**src/rtl/led_pwm_ctrl_pkg.sv**
```systemverilog
// Shared register map, channel mode encodings and field positions for the LED PWM controller.
package led_pwm_ctrl_pkg;

  localparam logic [7:0] ADDR_CTRL    = 8'h00;
  localparam logic [7:0] ADDR_BLINK   = 8'h01;
  localparam logic [7:0] ADDR_STATUS  = 8'h02;
  localparam logic [7:0] ADDR_CH_BASE = 8'h10;

  typedef enum logic [1:0] {
    MODE_OFF   = 2'd0,
    MODE_ON    = 2'd1,
    MODE_PWM   = 2'd2,
    MODE_BLINK = 2'd3
  } mode_e;

  localparam int unsigned CTRL_ENABLE_BIT   = 0;
  localparam int unsigned CTRL_PRESCALE_LSB = 8;
  localparam int unsigned CH_MODE_LSB       = 16;

endpackage

```
**src/rtl/led_pwm_channel.sv**
```systemverilog
// One LED channel: bus-visible duty/mode, period-boundary shadows and the registered compare output.
module led_pwm_channel
  import led_pwm_ctrl_pkg::*;
#(
  parameter int unsigned PWM_WIDTH = 8
) (
  input  logic                 clk,
  input  logic                 reset,
  input  logic                 wr_en,
  input  logic [PWM_WIDTH-1:0] wr_duty,
  input  logic [1:0]           wr_mode,
  input  logic [PWM_WIDTH-1:0] pwm_cnt,
  input  logic                 period_end,
  input  logic                 blink_phase,
  input  logic                 enable,
  output logic [31:0]          reg_value,
  output logic                 pwm_out
);

  logic [PWM_WIDTH-1:0] duty_q, duty_sh_q;
  mode_e                mode_q, mode_sh_q;
  logic                 pwm_q;
  logic                 lit;

  always_comb begin
    lit = 1'b0;
    unique case (mode_sh_q)
      MODE_OFF:   lit = 1'b0;
      MODE_ON:    lit = 1'b1;
      MODE_PWM:   lit = (pwm_cnt < duty_sh_q);
      MODE_BLINK: lit = (pwm_cnt < duty_sh_q) && blink_phase;
      default:    lit = 1'b0;
    endcase
  end

  // Shadows sample the pre-write register value, so a write landing on
  // period_end only takes effect one period later.
  always_ff @(posedge clk) begin
    if (reset) begin
      duty_q    <= '0;
      mode_q    <= MODE_OFF;
      duty_sh_q <= '0;
      mode_sh_q <= MODE_OFF;
      pwm_q     <= 1'b0;
    end else begin
      if (wr_en) begin
        duty_q <= wr_duty;
        mode_q <= mode_e'(wr_mode);
      end
      if (period_end) begin
        duty_sh_q <= duty_q;
        mode_sh_q <= mode_q;
      end
      pwm_q <= enable && lit;
    end
  end

  always_comb begin
    reg_value                       = '0;
    reg_value[PWM_WIDTH-1:0]        = duty_q;
    reg_value[CH_MODE_LSB +: 2]     = mode_q;
  end

  assign pwm_out = pwm_q;

endmodule

```
**src/rtl/led_pwm_ctrl.sv**
```systemverilog
// Multi-channel LED PWM controller: bus decode, prescaler, PWM and blink counters,
// with one led_pwm_channel per LED.
module led_pwm_ctrl
  import led_pwm_ctrl_pkg::*;
#(
  parameter int unsigned NUM_CH         = 3,
  parameter int unsigned PWM_WIDTH      = 8,
  parameter int unsigned PRESCALE_WIDTH = 8,
  parameter int unsigned BLINK_WIDTH    = 8
) (
  input  logic              clk,
  input  logic              reset,
  input  logic              cs,
  input  logic              we,
  input  logic [7:0]        address,
  input  logic [31:0]       write_data,
  output logic [31:0]       read_data,
  output logic              ready,
  output logic              led_en,
  output logic [NUM_CH-1:0] led_pwm
);

  logic                      ctrl_en_q;
  logic [PRESCALE_WIDTH-1:0] prescale_q;
  logic [BLINK_WIDTH-1:0]    blink_half_q;
  logic [PRESCALE_WIDTH-1:0] ps_cnt_q;
  logic [PWM_WIDTH-1:0]      pwm_cnt_q;
  logic [BLINK_WIDTH-1:0]    blink_cnt_q;
  logic                      blink_phase_q;
  logic                      ready_q;
  logic                      led_en_q;

  logic                      bus_wr;
  logic                      tick;
  logic                      period_end;
  logic [BLINK_WIDTH-1:0]    blink_cnt_inc;
  logic [31:0]               ch_reg [NUM_CH];
  logic                      unused_wdata;

  assign bus_wr        = cs && we;
  assign tick          = (ps_cnt_q == prescale_q);
  assign period_end    = tick && (pwm_cnt_q == '1);
  assign blink_cnt_inc = blink_cnt_q + BLINK_WIDTH'(1);
  assign unused_wdata  = ^write_data;

  always_ff @(posedge clk) begin
    if (reset) begin
      ctrl_en_q     <= 1'b0;
      prescale_q    <= '0;
      blink_half_q  <= '0;
      ps_cnt_q      <= '0;
      pwm_cnt_q     <= '0;
      blink_cnt_q   <= '0;
      blink_phase_q <= 1'b1;
      ready_q       <= 1'b0;
      led_en_q      <= 1'b0;
    end else begin
      if (bus_wr && address == ADDR_CTRL) begin
        ctrl_en_q  <= write_data[CTRL_ENABLE_BIT];
        prescale_q <= write_data[CTRL_PRESCALE_LSB +: PRESCALE_WIDTH];
      end
      if (bus_wr && address == ADDR_BLINK) begin
        blink_half_q <= write_data[BLINK_WIDTH-1:0];
      end
      ps_cnt_q <= tick ? '0 : ps_cnt_q + PRESCALE_WIDTH'(1);
      if (tick) begin
        pwm_cnt_q <= pwm_cnt_q + PWM_WIDTH'(1);
      end
      // A zero half-period parks the blink phase in the lit state.
      if (blink_half_q == '0) begin
        blink_phase_q <= 1'b1;
        blink_cnt_q   <= '0;
      end else if (period_end) begin
        if (blink_cnt_inc == blink_half_q) begin
          blink_phase_q <= ~blink_phase_q;
          blink_cnt_q   <= '0;
        end else begin
          blink_cnt_q <= blink_cnt_inc;
        end
      end
      ready_q  <= cs;
      led_en_q <= ctrl_en_q;
    end
  end

  for (genvar i = 0; i < NUM_CH; i++) begin : g_ch
    localparam logic [7:0] ChAddr = ADDR_CH_BASE + 8'(i);
    led_pwm_channel #(
      .PWM_WIDTH (PWM_WIDTH)
    ) u_ch (
      .clk         (clk),
      .reset       (reset),
      .wr_en       (bus_wr && (address == ChAddr)),
      .wr_duty     (write_data[PWM_WIDTH-1:0]),
      .wr_mode     (write_data[CH_MODE_LSB +: 2]),
      .pwm_cnt     (pwm_cnt_q),
      .period_end  (period_end),
      .blink_phase (blink_phase_q),
      .enable      (ctrl_en_q),
      .reg_value   (ch_reg[i]),
      .pwm_out     (led_pwm[i])
    );
  end

  always_comb begin
    read_data = '0;
    if (cs && !we) begin
      if (address == ADDR_CTRL) begin
        read_data[CTRL_ENABLE_BIT]                      = ctrl_en_q;
        read_data[CTRL_PRESCALE_LSB +: PRESCALE_WIDTH]  = prescale_q;
      end else if (address == ADDR_BLINK) begin
        read_data[BLINK_WIDTH-1:0] = blink_half_q;
      end else if (address == ADDR_STATUS) begin
        read_data[PWM_WIDTH-1:0] = pwm_cnt_q;
        read_data[31]            = blink_phase_q;
      end else begin
        for (int unsigned i = 0; i < NUM_CH; i++) begin
          if (address == ADDR_CH_BASE + 8'(i)) begin
            read_data = ch_reg[i];
          end
        end
      end
    end
  end

  assign ready  = ready_q;
  assign led_en = led_en_q;

endmodule

```
**config.mk**
```make
export PLATFORM = sky130hd
export DESIGN_NAME = led_pwm_ctrl
export DESIGN_NICKNAME = d
export VERILOG_FILES = /design/src/rtl/led_pwm_ctrl_pkg.sv /design/src/rtl/led_pwm_channel.sv /design/src/rtl/led_pwm_ctrl.sv
export SDC_FILE = /design/constraint.sdc
export NUM_CORES = 1
export LEC_CHECK = 0
export ABC_AREA = 0
export CORE_UTILIZATION = 41
export DETAILED_ROUTE_END_ITERATION = 7
export HOLD_SLACK_MARGIN = 0.1
export SLEW_MARGIN = 20
export SYNTH_ARGS = -nofsm -noshare
export SYNTH_HDL_FRONTEND = slang
export SYNTH_SLANG_ARGS = --single-unit
```
**constraint.sdc**
```tcl
create_clock -name clk -period 2.5 [get_ports clk]
set_input_delay 0.5 -clock clk [delete_from_list [all_inputs] [get_ports clk]]
set_output_delay 0.5 -clock clk [all_outputs]
set_load 0.01 [all_outputs]
```
==> results.json, run 1 <==
{
  "power.share.combinational": 0.066,
  "h_tree_depth": 3,
  "ff2ff_setup_slack_ns": 0.34,
  "layout_worst_path_cycle_share": 1.10,
  "cts_buffers": 9,
  "drtPass1Iterations": 5,
  "asyncSetResetFlopFracSynth": 0,
  "worst_path_dominant_cell_family": "simple AND/OR/NAND/NOR gates",
  "synth.largest_area_cell": "sky130_fd_sc_hd__dfxtp_1",
  "clock_insertion_delay_at_the_later_pin_of_the_skew_report_ns": 0.36,
  "worst_hold_class": "reg2reg",
  "floorplan.rows": 41,
  "cp-end-kind": "output pin",
  "worst_setup_path_start_kind": "input port",
  "number_of_storage_elements_in_the_synthesis_netlist": 107,
  "synth_top_family_by_area": "simple AND/OR/NAND/NOR gates",
  "critical_path_cell_count": 9,
  "clock_power_share": 0.424,
  "final-max-slew-violation-count": 0,
  "dr.max_layer_used": "met4",
  "r2r_start": "blink_cnt_q[0]$_SDFFE_PP0P_",
  "synth-xor-area-share": 0.0568,
  "cts_tree": "done",
  "setup_repair_after_global_routing_missed_its_margin": "true",
  "maximum_vdd_drop_mv": 0.537,
  "grt-ovfl-total": 0,
  "synth_top_area_share": 0.397,
  "worstPathArrival_ns": 2.25,
  "cts.root.buffer_cell": "sky130_fd_sc_hd__clkbuf_16",
  "maxCapViolations": 0,
  "num_vias": 4445,
  "dieArea_um2": 13600,
  "cp_data_required_time_ns": 2.00,
  "horiz_die_dim_um": 117,
  "yosys-mux-area-fraction": 0.109,
  "drcViolationCount": 0,
  "yosys.area_share.simple": 0.214,
  "first_iter_violations": 324,
  "synthCells": 633,
  "worst_r2r_endpoint": "blink_cnt_q[7]$_SDFFE_PP0P_",
  "max-clock-path-buffers": 2,
  "antenna_viol_nets_final": 0,
  "synth-compound-area-share": 0.0987,
  "cp_num_buf_inv": 4,
  "timing.critical_path.slowest_cell_delay_ns": 0.56,
  "design.core.area_um2": 12700,
  "max_freq_mhz": 364,
  "setup-tns-final_ns": -2.50,
  "setup_ws_ns": -0.250,
  "fraction_of_layout_instances_using_a_drive_strength_above_1": 0.154,
  "cp-endpoint": "read_data[6]",
  "detailedPlacementHpwl_mm": 9.68,
  "timing.setup.critical_path_class": "in2out",
  "failed_checks": "negative setup slack",
  "maxSlewHeadroom": 0.614,
  "ctsHoldBuffers": 0,
  "total_switching_power_mw": 0.776,
  "run_status": "complete, but fails checks",
  "syn_to_final_growth_pct": 23.2,
  "initial_core_util": 0.424,
  "power.density_nw_per_um2": 506,
  "m1WireLength_mm": 5.83,
  "antenna_diode_count": 0,
  "ys_top_cells_by_area": "sky130_fd_sc_hd__dfxtp_1, sky130_fd_sc_hd__mux2i_1, sky130_fd_sc_hd__nor2_1, sky130_fd_sc_hd__ha_1, sky130_fd_sc_hd__xor2_1",
  "netSwitchingFraction": 0.231,
  "final_net_count": 772,
  "finalWirelength_mm": 13.0,
  "pwr-share-seq": 0.510,
  "cts.sinks": 107,
  "critPathLaunch": "address[2]",
  "ioPinCount": 81,
  "pre_cts_slack_ns": -0.936,
  "fin_crit_ns": 2.75,
  "synth.yosys.warnings": 0,
  "holdPathStages": 2,
  "groute.usage.overall": 0.207,
  "first_global_vias": 4204,
  "gp_routability_congestion": 0.841,
  "worst_r2r_path_depth": 7,
  "internal_power_mw": 2.59,
  "finalSetupViolCount": 16,
  "finalHoldViolCount": 0,
  "dr_wl_met2_mm": 6.46,
  "grt_max_degree": 40,
  "route.met3.wl_um": 584,
  "synthesis.area_um2": 5400,
  "clk_pin_slew_worst_paths_ns": 0.07,
  "yosys.area_share.adder": 0.0556,
  "tightest_slew_ns": 0.579,
  "power.total_mw": 3.37,
  "route.detailed.wl_per_inst_um": 14.8,
  "ys_dominant_reg_cell": "sky130_fd_sc_hd__dfxtp_1",
  "post_synth_edffs": 0,
  "synth_cell_types": 49,
  "vias_per_cell": 5.05,
  "total_leakage_power_nw": 2.68,
  "place.port_buffers": 53,
  "number_of_antenna_violations_at_the_first_check_in_global_routing": 0,
  "die_h_um": 117,
  "timing.critical_path.slowest_stage_cell": "sky130_fd_sc_hd__or4_4",
  "worst-path-max-fanout": 7,
  "timing.clock.skew_ns": 0.00681,
  "synthesis.area_per_instance_um2": 8.53,
  "worst_path_cell_trace": "buf_6 -> or4_4 -> or2_4 -> nor3_2 -> buf_4 -> buf_12 -> a222oi_1 -> nor2_1 -> buf_2",
  "seq_area_frac_synth": 0.397,
  "grt_first_pass_wirelength_mm": 21.2
}
==> placed cells by master (no fill, tap or decap), types with 12 or more instances in the layout <==
master	instances
sky130_fd_sc_hd__clkdlybuf4s50_1	27
sky130_fd_sc_hd__inv_1	28
sky130_fd_sc_hd__nand2_1	44
sky130_fd_sc_hd__buf_6	12
sky130_fd_sc_hd__ha_1	24
sky130_fd_sc_hd__dfxtp_1	107
sky130_fd_sc_hd__a21o_1	12
sky130_fd_sc_hd__a21oi_1	37
sky130_fd_sc_hd__xnor2_1	13
sky130_fd_sc_hd__xor2_1	22
sky130_fd_sc_hd__mux2i_1	59
sky130_fd_sc_hd__buf_4	34
sky130_fd_sc_hd__conb_1	13
sky130_fd_sc_hd__nor2_1	125
==> metal layers <==
metal,up-vias,track usage
met3,13,0.0519
met5,-,0
li1,2251,-
met2,93,0.355
met4,0,0.0549
met1,2088,0.259
==> tightest hold or removal path, delay by kind of cell, from the launching register on <==
kind / cells / cell delay, ns
AO/OA/AOI/OAI: 1 / 0.05
flip-flops: 1 / 0.31
AND/OR/NAND/NOR: 1 / 0.05
==> logic make-up after synthesis <==
family,Yosys count
AND/OR/NAND/NOR,246
flip-flops,107
buffers and inverters,77
other,1
XOR/XNOR,35
adder cells (fa/ha/maj),24
multiplexers,59
AO/OA/AOI/OAI,84
==> what timing repair did <==
action	in CTS	in global routing
gates cloned	0	0
endpoints found under the hold margin	0	0
setup buffers	7	2
pin swaps	14	7
gates resized for setup	109	10
endpoints found under the setup margin	19	19
==> worst min path at each step <==
stage	start	to	slack, ns
final	g_ch[1].u_ch.duty_sh_q[0]$_SDFFE_PP0P_	g_ch[1].u_ch.duty_sh_q[0]$_SDFFE_PP0P_	0.46
after global routing	g_ch[1].u_ch.duty_sh_q[0]$_SDFFE_PP0P_	g_ch[1].u_ch.duty_sh_q[0]$_SDFFE_PP0P_	0.49
after CTS	g_ch[1].u_ch.duty_sh_q[0]$_SDFFE_PP0P_	g_ch[1].u_ch.duty_sh_q[0]$_SDFFE_PP0P_	0.46
after detailed placement	g_ch[1].u_ch.duty_sh_q[0]$_SDFFE_PP0P_	g_ch[1].u_ch.duty_sh_q[0]$_SDFFE_PP0P_	0.45
after global placement	g_ch[1].u_ch.duty_sh_q[0]$_SDFFE_PP0P_	g_ch[1].u_ch.duty_sh_q[0]$_SDFFE_PP0P_	0.45
after floorplan	g_ch[0].u_ch.duty_sh_q[0]$_SDFFE_PP0P_	g_ch[0].u_ch.duty_sh_q[0]$_SDFFE_PP0P_	0.44
==> layout make-up <==
type / instances / area [um^2]
Tap cell: 172 / 215
Timing Repair Buffer: 96 / 893
Clock inverter: 7 / 67.6
Clock buffer: 9 / 225
Multi-Input combinational cell: 461 / 3000
Fill cell: 1203 / 6070
Inverter: 29 / 109
Sequential cell: 107 / 2140
==> power by group through the flow <==
stage	clock network [mW]	logic (mW)	registers, mW
4_1_cts	1.46	0.222	1.72
3_5_place_dp	0	0.216	1.76
5_1_grt	1.53	0.243	1.72
6_report	1.43	0.223	1.72
3_3_place_gp	0	0.215	1.76
2_1_floorplan	0	0.116	1.76
==> metrics by stage <==
step	util	std cells	instance area (um^2)	hold WS, ns
final	0.523	881	6650	0.458
after global routing	0.523	881	6650	0.486
after CTS	0.522	879	6640	0.461
after detailed placement	0.494	858	6280	0.451
after global placement	0.494	858	6280	0.449
after floorplan	-	645	5440	0.437
==> Yosys cell counts, types with 2 or more instances <==
cell type,n
sky130_fd_sc_hd__nor2_1,125
sky130_fd_sc_hd__dfxtp_1,107
sky130_fd_sc_hd__mux2i_1,59
sky130_fd_sc_hd__nand2_1,45
sky130_fd_sc_hd__a21oi_1,37
sky130_fd_sc_hd__inv_1,28
sky130_fd_sc_hd__ha_1,24
sky130_fd_sc_hd__clkbuf_1,22
sky130_fd_sc_hd__xor2_1,22
sky130_fd_sc_hd__buf_4,18
sky130_fd_sc_hd__xnor2_1,13
sky130_fd_sc_hd__a21o_1,12
sky130_fd_sc_hd__and2_1,12
sky130_fd_sc_hd__nand2b_1,11
sky130_fd_sc_hd__nand3_1,10
sky130_fd_sc_hd__o21ai_0,9
sky130_fd_sc_hd__a222oi_1,7
sky130_fd_sc_hd__buf_2,7
sky130_fd_sc_hd__nand4_1,7
sky130_fd_sc_hd__and3_1,6
sky130_fd_sc_hd__nor2b_1,5
sky130_fd_sc_hd__nor3_1,5
sky130_fd_sc_hd__o21ai_1,4
sky130_fd_sc_hd__a221o_1,3
sky130_fd_sc_hd__a221oi_1,3
sky130_fd_sc_hd__a31oi_1,3
sky130_fd_sc_hd__nor4_1,3
sky130_fd_sc_hd__nor4_2,3
sky130_fd_sc_hd__and4_1,2
sky130_fd_sc_hd__or3_1,2
==> flip-flops by register name, summed over array words and instances, names as in the netlist <==
signal	count
g_ch.u_ch.duty_q	24
g_ch.u_ch.duty_sh_q	24
blink_cnt_q	8
blink_half_q	8
prescale_q	8
ps_cnt_q	8
pwm_cnt_q	8
g_ch.u_ch.mode_q	6
g_ch.u_ch.mode_sh_q	6
g_ch.u_ch.pwm_out	3
blink_phase_q	1
ctrl_en_q	1
led_en	1
ready	1
Note: power is estimated with default switching activity, not from simulation.
==> inputs of run 2 (changes only) <==
--- a/config.mk
+++ b/config.mk
@@ -8,7 +8,6 @@
 export ABC_AREA = 0
 export CORE_UTILIZATION = 41
 export DETAILED_ROUTE_END_ITERATION = 7
-export HOLD_SLACK_MARGIN = 0.1
 export SLEW_MARGIN = 20
 export SYNTH_ARGS = -nofsm -noshare
 export SYNTH_HDL_FRONTEND = slang
==> results of run 2 <==
The final DEF is identical to that of run 1; final timing and power are the same.
